## config.mk

```make
export PLATFORM = sky130hd
export DESIGN_NAME = scope_ctrl_panel
export DESIGN_NICKNAME = d
export VERILOG_FILES = /design/src/rtl/scope_ctrl_panel.sv
export SDC_FILE = /design/constraint.sdc
export NUM_CORES = 1
export LEC_CHECK = 0
export ABC_AREA = 1
export CAP_MARGIN = 20
export CELL_PAD_IN_SITES_DETAIL_PLACEMENT = 0
export CELL_PAD_IN_SITES_GLOBAL_PLACEMENT = 2
export CORE_UTILIZATION = 42
export CTS_BUF_LIST = sky130_fd_sc_hd__clkbuf_4
export DETAILED_ROUTE_END_ITERATION = 8
export PLACE_DENSITY_LB_ADDON = 0.1
export SYNTH_ARGS = -nofsm -noshare
export SYNTH_HDL_FRONTEND = slang
export SYNTH_SLANG_ARGS = --single-unit
```

## constraint.sdc

```tcl
create_clock -name clock -period 4.68 [get_ports clock]
set_clock_uncertainty 0.1 [all_clocks]
set_input_delay 0.702 -clock clock [delete_from_list [all_inputs] [get_ports clock]]
set_output_delay 0.702 -clock clock [all_outputs]
set_load 0.01 [all_outputs]
```

## src/rtl/scope_ctrl_panel.sv

```systemverilog
// Front-panel controller: five buttons are synchronised, debounced and edge-pulsed, then drive the menu FSM.
// Optional auto-repeat on held up/down: define SCOPE_CTRL_AUTOREPEAT_EN.
module scope_ctrl_panel #(
  parameter int DEBOUNCE_CYCLES = 1000000,
  parameter int TRIG_W          = 12,
  parameter int TRIG_STEP       = 16,
  parameter int TB_MAX          = 15,
  parameter int VS_MAX          = 7,
  parameter int REPEAT_DELAY    = 25000000,
  parameter int REPEAT_RATE     = 5000000
) (
  input  logic              clock,
  input  logic              reset_n,
  input  logic              btn_up,
  input  logic              btn_down,
  input  logic              btn_left,
  input  logic              btn_right,
  input  logic              btn_center,
  output logic [TRIG_W-1:0] trig_level,
  output logic [3:0]        timebase,
  output logic [2:0]        vscale,
  output logic              run,
  output logic [1:0]        sel,
  output logic              cfg_update
);

  localparam int DB_W = $clog2(DEBOUNCE_CYCLES + 1);
  localparam logic [DB_W-1:0] DB_LAST = DB_W'(DEBOUNCE_CYCLES - 1);
  localparam logic [TRIG_W-1:0] STEP = TRIG_W'(TRIG_STEP);
  localparam logic [TRIG_W-1:0] TRIG_RST = {1'b1, {(TRIG_W-1){1'b0}}};

  typedef enum logic [1:0] {S_TRIG = 2'd0, S_TB = 2'd1, S_VS = 2'd2} sel_t;

  // Bit order of every per-button vector: 0 up, 1 down, 2 left, 3 right, 4 centre
  logic [4:0]      raw;
  logic [4:0]      sync_p0, sync_p1;
  logic [DB_W-1:0] db_cnt_p2 [5];
  logic [4:0]      deb_p2, deb_d_p3, pulse_p3, rpt_vec;

  sel_t              sel_q, sel_nxt;
  logic [TRIG_W-1:0] trig_q, trig_nxt;
  logic [3:0]        tb_q, tb_nxt, vs_wide;
  logic [2:0]        vs_q, vs_nxt;
  logic              run_q, run_nxt, upd_p4;

  function automatic logic [TRIG_W-1:0] trig_step(input logic [TRIG_W-1:0] cur, input logic inc);
    logic [TRIG_W:0] wide;
    if (inc) begin
      wide = {1'b0, cur} + {1'b0, STEP};
      return wide[TRIG_W] ? {TRIG_W{1'b1}} : wide[TRIG_W-1:0];
    end
    return (cur < STEP) ? '0 : cur - STEP;
  endfunction

  function automatic logic [3:0] idx_step(input logic [3:0] cur, input logic inc, input logic [3:0] max);
    if (inc) return (cur >= max) ? max : cur + 4'd1;
    return (cur == 4'd0) ? 4'd0 : cur - 4'd1;
  endfunction

  assign raw = {btn_center, btn_right, btn_left, btn_down, btn_up};

  // p0/p1: two-flop synchroniser
  always_ff @(posedge clock or negedge reset_n) begin
    if (!reset_n) begin
      sync_p0 <= '0;
      sync_p1 <= '0;
    end else begin
      sync_p0 <= raw;
      sync_p1 <= sync_p0;
    end
  end

  // p2: debounce, level flips after DEBOUNCE_CYCLES consecutive disagreeing cycles
  always_ff @(posedge clock or negedge reset_n) begin
    if (!reset_n) begin
      deb_p2 <= '0;
      for (int i = 0; i < 5; i++) db_cnt_p2[i] <= '0;
    end else begin
      for (int i = 0; i < 5; i++) begin
        if (sync_p1[i] == deb_p2[i]) begin
          db_cnt_p2[i] <= '0;
        end else if (db_cnt_p2[i] == DB_LAST) begin
          db_cnt_p2[i] <= '0;
          deb_p2[i]    <= ~deb_p2[i];
        end else begin
          db_cnt_p2[i] <= db_cnt_p2[i] + 1'b1;
        end
      end
    end
  end

`ifdef SCOPE_CTRL_AUTOREPEAT_EN
  localparam int RPT_W = $clog2(REPEAT_DELAY + 1);
  logic [RPT_W-1:0] rpt_cnt;
  logic             rpt_hold, rpt_fire;

  // Counter reloads so the next fire lands REPEAT_RATE cycles after the previous one
  assign rpt_hold = (deb_p2 == 5'b00001) || (deb_p2 == 5'b00010);
  assign rpt_fire = rpt_hold && (rpt_cnt == RPT_W'(REPEAT_DELAY));
  assign rpt_vec  = {3'b000, deb_p2[1:0] & {2{rpt_fire}}};

  always_ff @(posedge clock or negedge reset_n) begin
    if (!reset_n)      rpt_cnt <= '0;
    else if (!rpt_hold) rpt_cnt <= '0;
    else if (rpt_fire) rpt_cnt <= RPT_W'(REPEAT_DELAY - REPEAT_RATE + 1);
    else               rpt_cnt <= rpt_cnt + 1'b1;
  end
`else
  logic unused_repeat_cfg;
  assign unused_repeat_cfg = ^{REPEAT_DELAY, REPEAT_RATE};
  assign rpt_vec = '0;
`endif

  // p3: single pulse per debounced rising edge (plus auto-repeat pulses)
  always_ff @(posedge clock or negedge reset_n) begin
    if (!reset_n) begin
      deb_d_p3 <= '0;
      pulse_p3 <= '0;
    end else begin
      deb_d_p3 <= deb_p2;
      pulse_p3 <= (deb_p2 & ~deb_d_p3) | rpt_vec;
    end
  end

  // p4: menu state and configuration registers
  always_ff @(posedge clock or negedge reset_n) begin
    if (!reset_n) begin
      sel_q  <= S_TRIG;
      trig_q <= TRIG_RST;
      tb_q   <= 4'd4;
      vs_q   <= 3'd2;
      run_q  <= 1'b1;
      upd_p4 <= 1'b0;
    end else begin
      sel_q  <= sel_nxt;
      trig_q <= trig_nxt;
      tb_q   <= tb_nxt;
      vs_q   <= vs_nxt;
      run_q  <= run_nxt;
      upd_p4 <= (sel_nxt != sel_q) || (trig_nxt != trig_q) || (tb_nxt != tb_q) ||
                (vs_nxt != vs_q) || (run_nxt != run_q);
    end
  end

  // Priority chain is the arbiter: centre > left > right > up > down, losers dropped
  always_comb begin
    sel_nxt  = sel_q;
    trig_nxt = trig_q;
    tb_nxt   = tb_q;
    vs_nxt   = vs_q;
    run_nxt  = run_q;
    vs_wide  = {1'b0, vs_q};
    if (pulse_p3[4]) begin
      run_nxt = ~run_q;
    end else if (pulse_p3[2]) begin
      case (sel_q)
        S_TRIG:  sel_nxt = S_VS;
        S_VS:    sel_nxt = S_TB;
        default: sel_nxt = S_TRIG;
      endcase
    end else if (pulse_p3[3]) begin
      case (sel_q)
        S_TRIG:  sel_nxt = S_TB;
        S_TB:    sel_nxt = S_VS;
        default: sel_nxt = S_TRIG;
      endcase
    end else if (pulse_p3[0] || pulse_p3[1]) begin
      case (sel_q)
        S_TRIG: trig_nxt = trig_step(trig_q, pulse_p3[0]);
        S_TB:   tb_nxt   = idx_step(tb_q, pulse_p3[0], 4'(TB_MAX));
        S_VS: begin
          vs_wide = idx_step({1'b0, vs_q}, pulse_p3[0], 4'(VS_MAX));
          vs_nxt  = vs_wide[2:0];
        end
        default: ;
      endcase
    end
  end

  always_comb begin
    trig_level = trig_q;
    timebase   = tb_q;
    vscale     = vs_q;
    run        = run_q;
    sel        = sel_q;
    cfg_update = upd_p4;
  end

endmodule

```

[Word level (Yosys, flattened, before mapping)]
Cells that the tools add are included.
W data, S select, Z words.
Storage, ports and cells
  register bits: 148
  input port bits: 7
Cells by class
  order comparisons: 3
  bitwise gates (word level): 13
  reduce and logical (&&, ||, !) cells: 13
  equality and inequality tests: 17
  add/sub/neg operators: 11
  muxes and demuxes: 59
Operator list (number)
  $mux W20: 10
  $mux W12: 9
  $add A20 B1 Y20 const B: 5
  $eq A20 B20 Y1 const B: 5
  $mux W4: 9
  $mux W3: 9
  $mux W1: 17
  $add A12 B5 Y13 const B: 1
  $lt A12 B5 Y1 const B: 1
  $ne A12 B12 Y1: 1
  $sub A12 B5 Y12 const B: 1
  $not A1 Y1: 11
  $reduce_and A2 Y1: 5
  $pmux W2 S2: 2
  $mux W2: 3
  $and A5 B5 Y5: 1
  $eq A1 B1 Y1: 5
  $logic_or A1 B1 Y1: 5
  $not A5 Y5: 1
  $add A4 B1 Y4 const B: 1
  $ge A4 B4 Y1 const B: 1
  $logic_not A4 Y1: 1
  $ne A4 B4 Y1: 1
  $sub A4 B1 Y4 const B: 1
  other kinds (10): 10

[Longest topological paths before layout]
  depth after elaboration: 17
  mapped depth: 15
  depth with buffers taken out: 15

[Least setup slack after synthesis]
OpenSTA, ideal clock, no wires.
  path kind: register to register
  from: register vs_q[0] (netlist: vscale[0])
  to: register upd_p4 (netlist: cfg_update)
  setup time: 0.119 ns
  stages on the path, launching flop included: 16
  path slack: 2.676 ns
  path buffers: 0
  required time: 4.461 ns
  arrival time: 1.785 ns
  cells stage by stage: dfrtp_1 > inv_1 > ha_1 > inv_1 > ha_1 > or2_1 > o21ai_0 > nand2_1 > nand3_1 > nand2_1 > nor2_1 > nand2_1 > nor2_1 > nand2_1 > nor2_1 > nand2_1
Between the ends
  word-level cells in the longest chain between the ends: 12
RTL lines
  from (decl): line 43  | logic [2:0] vs_q, vs_nxt;
  from (signal assigned): line 138  | vs_q <= vs_nxt;
  $add A3 B1 Y3 or $ge A3 B3 Y1 (tied branches): line 56  | if (inc) return (cur >= max) ? max : cur + 4'd1;
  $mux W3 (2 in a row): line 56
  $mux W3: line 57  | return (cur == 4'd0) ? 4'd0 : cur - 4'd1;
  $mux W3: line 168  | case (sel_q)
  $mux W3: line 167  | end else if (pulse_p3[0] || pulse_p3[1]) begin
  $mux W3: line 161  | end else if (pulse_p3[3]) begin
  $mux W3: line 155  | end else if (pulse_p3[2]) begin
  $mux W3: line 153  | if (pulse_p3[4]) begin
  $ne A3 B3 Y1 *: line 141  | (vs_nxt != vs_q) || (run_nxt != run_q);
  $logic_or A1 B1 Y1 *: line 140  | upd_p4 <= (sel_nxt != sel_q) || (trig_nxt != trig_q) || (tb_nxt != tb_q) ||
  $logic_or A1 B1 Y1 *: line 141
  to (signal assigned): line 140
  to (decl): line 44  | logic run_q, run_nxt, upd_p4;
Every way passes the cells marked *; elsewhere a longest branch is shown, timed or not. The select of a mux whose other input is x is not followed.
A chain may end at the register's enable or synchronous reset.

[Final worst setup path]
  from: register tb_q[2] (netlist: timebase[2])
  to: output timebase[2]
RTL lines
  from (decl): line 42  | logic [3:0] tb_q, tb_nxt, vs_wide;
  from (signal assigned): line 137  | tb_q <= tb_nxt;
  to (decl): line 20  | output logic [3:0] timebase,
No word-level cell between the ends.

==> summary.txt <==
outcome = finished, final reports clean
Max-cap violations = 0
grt met1 use = 26.88%
Avg Vias per Cell = 4.886
Clock Tree Buf Depth = 2
Cell Count, Final, Fillers Out = 1298
Period Utilization, post-route = 55.27%
first-pass GRT wire length = 30.16 mm
DIE WIDTH = 141.1 um
routability cong. = 0.8158
warning count from the yosys run = 0
largest net degree at the start of global routing = 81
final hold vios = 0
final-report setup violation count = 0
worst slew pin tran = 0.7624 ns
CP cell instances = clkdlybuf4s50_1
final design utilization = 47.64%
Pwr per Cell Area = 248.2 mW/mm2
clock network fraction of total power = 38.2%
CP max stage cell = dfstp_2
cts repair resizes = 0
total grt overflow = 0
Internal = 1.647 mW
CP peak stage delay = 0.67 ns
count of flip-flops with a built-in enable after synthesis = 0
max_slew headroom = 49.17%
Clk Latency, worst-skew pair = 0.55 ns
worst vdd ir = 170.7 uV
initial antenna violation count = 1
# IOs = 30
RSZ-0062 raised after global routing = no
Buf+Inv Stages, Crit Path = 1
Layout area overhead = 10.38%
Netlist Area Pre-Place = 0.008128 mm2
Worst EP required = 3.88 ns
share of cells above drive strength 1 = 9.836%
CP endpoint kind = output pin
distinct cell type count of the synthesized netlist = 47
Comb power frac = 3.3%
post-detail-place hpwl = 12.53 mm
Pleak = 4.122 nW
Hold/Removal Path Class = in -> async
Cells after DPL = 1265
GRT busiest layer = met2
Die Ht = 141.1 um
DRT antenna net count = 0
sequential power share = 58.5%
Mapped Nets = 1010
router iterations before antenna repair = 5
Tmin final = 2.587 ns
crit path max fanout = 10
num rows = 50
clock transition at the registers of the reported paths = 0.15 ns
Core ar. = 0.01883 mm2
H-tree levels = 4
met3 Resource Use GR = 4.144%
die area = 0.01991 mm2
vias in the first global route = 6251
Fin Setup TNS = 0 ns
most common flop cell mapped by yosys = dfrtp_1
Sw Pwr = 579.4 uW
FMAX = 386.6 MHz
multi-input logic area = 0.003756 mm2
Async SR Flop Fraction = 100.0%
fin nets = 1045
worst setup path class = reg -> out
DRC viols = 0
# hold bufs at CTS = 0
final-report max-slew violation count = 0
Port-buffer cells = 29
Seq cells post-synth = 148
global routing met2 resource utilization = 29.34%
post-synthesis instance total = 989
Sw Ratio = 26.02%
CTS tree = built
Initial Util = 43.16%
CTS buffer count = 17
clock sinks = 148
clk root buf = clkbuf_4
endpoint arrival time on the critical path = 1.78 ns
Crit path max-delay family = flip-flops
Critical Path Start Type = flip-flop
register area = 0.003709 mm2
WL/cell = 13.18 um
syn avg cell area = 8.218 um2
final wirelength = 17.11 mm
sequential-to-total area share from yosys stat = 45.63%
Post-CTS Setup Inserts = 0
initial drt markers = 334
gr usage total = 18.92%
Fill cells = 1855
vias = 6342
[state kept, by name (all words and copies together), names as in the netlist]
name,count
sel,2
deb_d_p3,5
trig_level,12
timebase,4
sync_p1,5
cfg_update,1
pulse_p3,5
db_cnt_p2,100
run,1
sync_p0,5
deb_p2,5
vscale,3
[cells by family (layout without fill, tap and decap cells)]
kind of cell | after synthesis | count (layout) | share of synthesized area, %
flops | 148 | 148 | 45.63
compound gates | 97 | 97 | 6.681
buf+inv | 163 | 211 | 8.159
simple gates | 517 | 517 | 31.87
fa+ha+maj | 14 | 14 | 2.155
other cells | 0 | 1 | 0
mux | 4 | 4 | 0.5541
xor+xnor | 46 | 46 | 4.957
[synth_stat cells, types with 6 or more instances]
master,count,area share [%]
xnor2_1,7,0.75
dfrtp_1,144,44
a21oi_1,36,2.2
nor2_4,9,1.2
buf_2,7,0.43
o21ai_0,34,2.1
nor4_1,9,0.69
nand3_2,7,0.86
nand2_2,6,0.46
nand4_1,40,3.1
inv_2,8,0.37
nor2_1,123,5.7
nor3_2,8,0.99
nor3_1,31,1.9
ha_1,14,2.2
a31oi_1,9,0.69
nand2_1,152,7.0
xor2_1,39,4.2
nand3_1,96,5.9
nor2_2,11,0.85
inv_1,139,6.4
nor3b_1,9,0.83
o21a_1,6,0.55
[cell type report]
cell class | count | share of cell area [%]
clock buffer | 17 | 1.423
inverter | 149 | 6.290
clock inverter | 15 | 1.953
multi-input combinational | 678 | 41.87
tap | 260 | 3.626
sequential | 148 | 41.34
timing repair buffer | 30 | 3.473
antenna | 1 | 0.02789
[metrics by stage]
step	cell area, um2	hold slack [ns]	setup slack, ns	total power [mW]
2_1_floorplan	8128	0.2312	2.676	1.359
3_3_place_gp	8666	0.2339	2.512	1.403
3_5_place_dp	8666	0.2426	2.477	1.404
4_1_cts	8969	0.07391	2.034	2.263
5_1_grt	8971	0.08805	1.978	2.328
6_report	8971	0.07072	2.093	2.227
[layout by cell type, fill, tap and decap left out, types with 8 or more instances in the layout]
cell,synthesis,routed
inv_1,139,139
nor3_2,8,8
clkbuf_4,0,17
a21oi_1,36,36
nand2_1,152,152
clkdlybuf4s50_1,0,28
xor2_1,39,39
nor3_1,31,31
o21ai_0,34,34
nand3_1,96,96
a31oi_1,9,9
ha_1,14,14
nor2_1,123,123
inv_2,8,8
nor4_1,9,9
nor2_2,11,11
nor2_4,9,9
dfrtp_1,144,144
nor3b_1,9,9
nand4_1,40,40
[layer usage]
layer	wire length, um	part of all wire (%)	vias up
met3	555	3.2	8
li1	-	-	3327
met1	8765	51	2932
met2	7664	45	75
met5	0	0	-
met4	127	0.74	0
[worst paths after layout]
kind | from | endpoint | slack [ns] | cells after the start
min | reset_n | db_cnt_p2[78]$_DFF_PN0_ | 0.07 | 1
max | timebase[2]$_DFF_PN1_ | timebase[2] | 2.09 | 1
max reg2reg | vscale[0]$_DFF_PN0_ | cfg_update$_DFF_PN0_ | 2.51 | 15
max in group asynchronous | reset_n | vscale[1]$_DFF_PN1_ | 3.52 | 2
min in group clock | sync_p0[2]$_DFF_PN0_ | sync_p1[2]$_DFF_PN0_ | 0.27 | 0
min reg2reg | sync_p0[2]$_DFF_PN0_ | sync_p1[2]$_DFF_PN0_ | 0.27 | 0
[power by group through the flow]
stage / combinational, mW / sequential [mW] / clock, mW
after floorplan: 0.0336 / 1.33 / 0
final: 0.0730 / 1.30 / 0.850
after CTS: 0.0769 / 1.30 / 0.883
after global routing: 0.0880 / 1.31 / 0.935
after detailed placement: 0.0769 / 1.33 / 0
after global placement: 0.0766 / 1.33 / 0
Power figures use the tool's default switching activity.
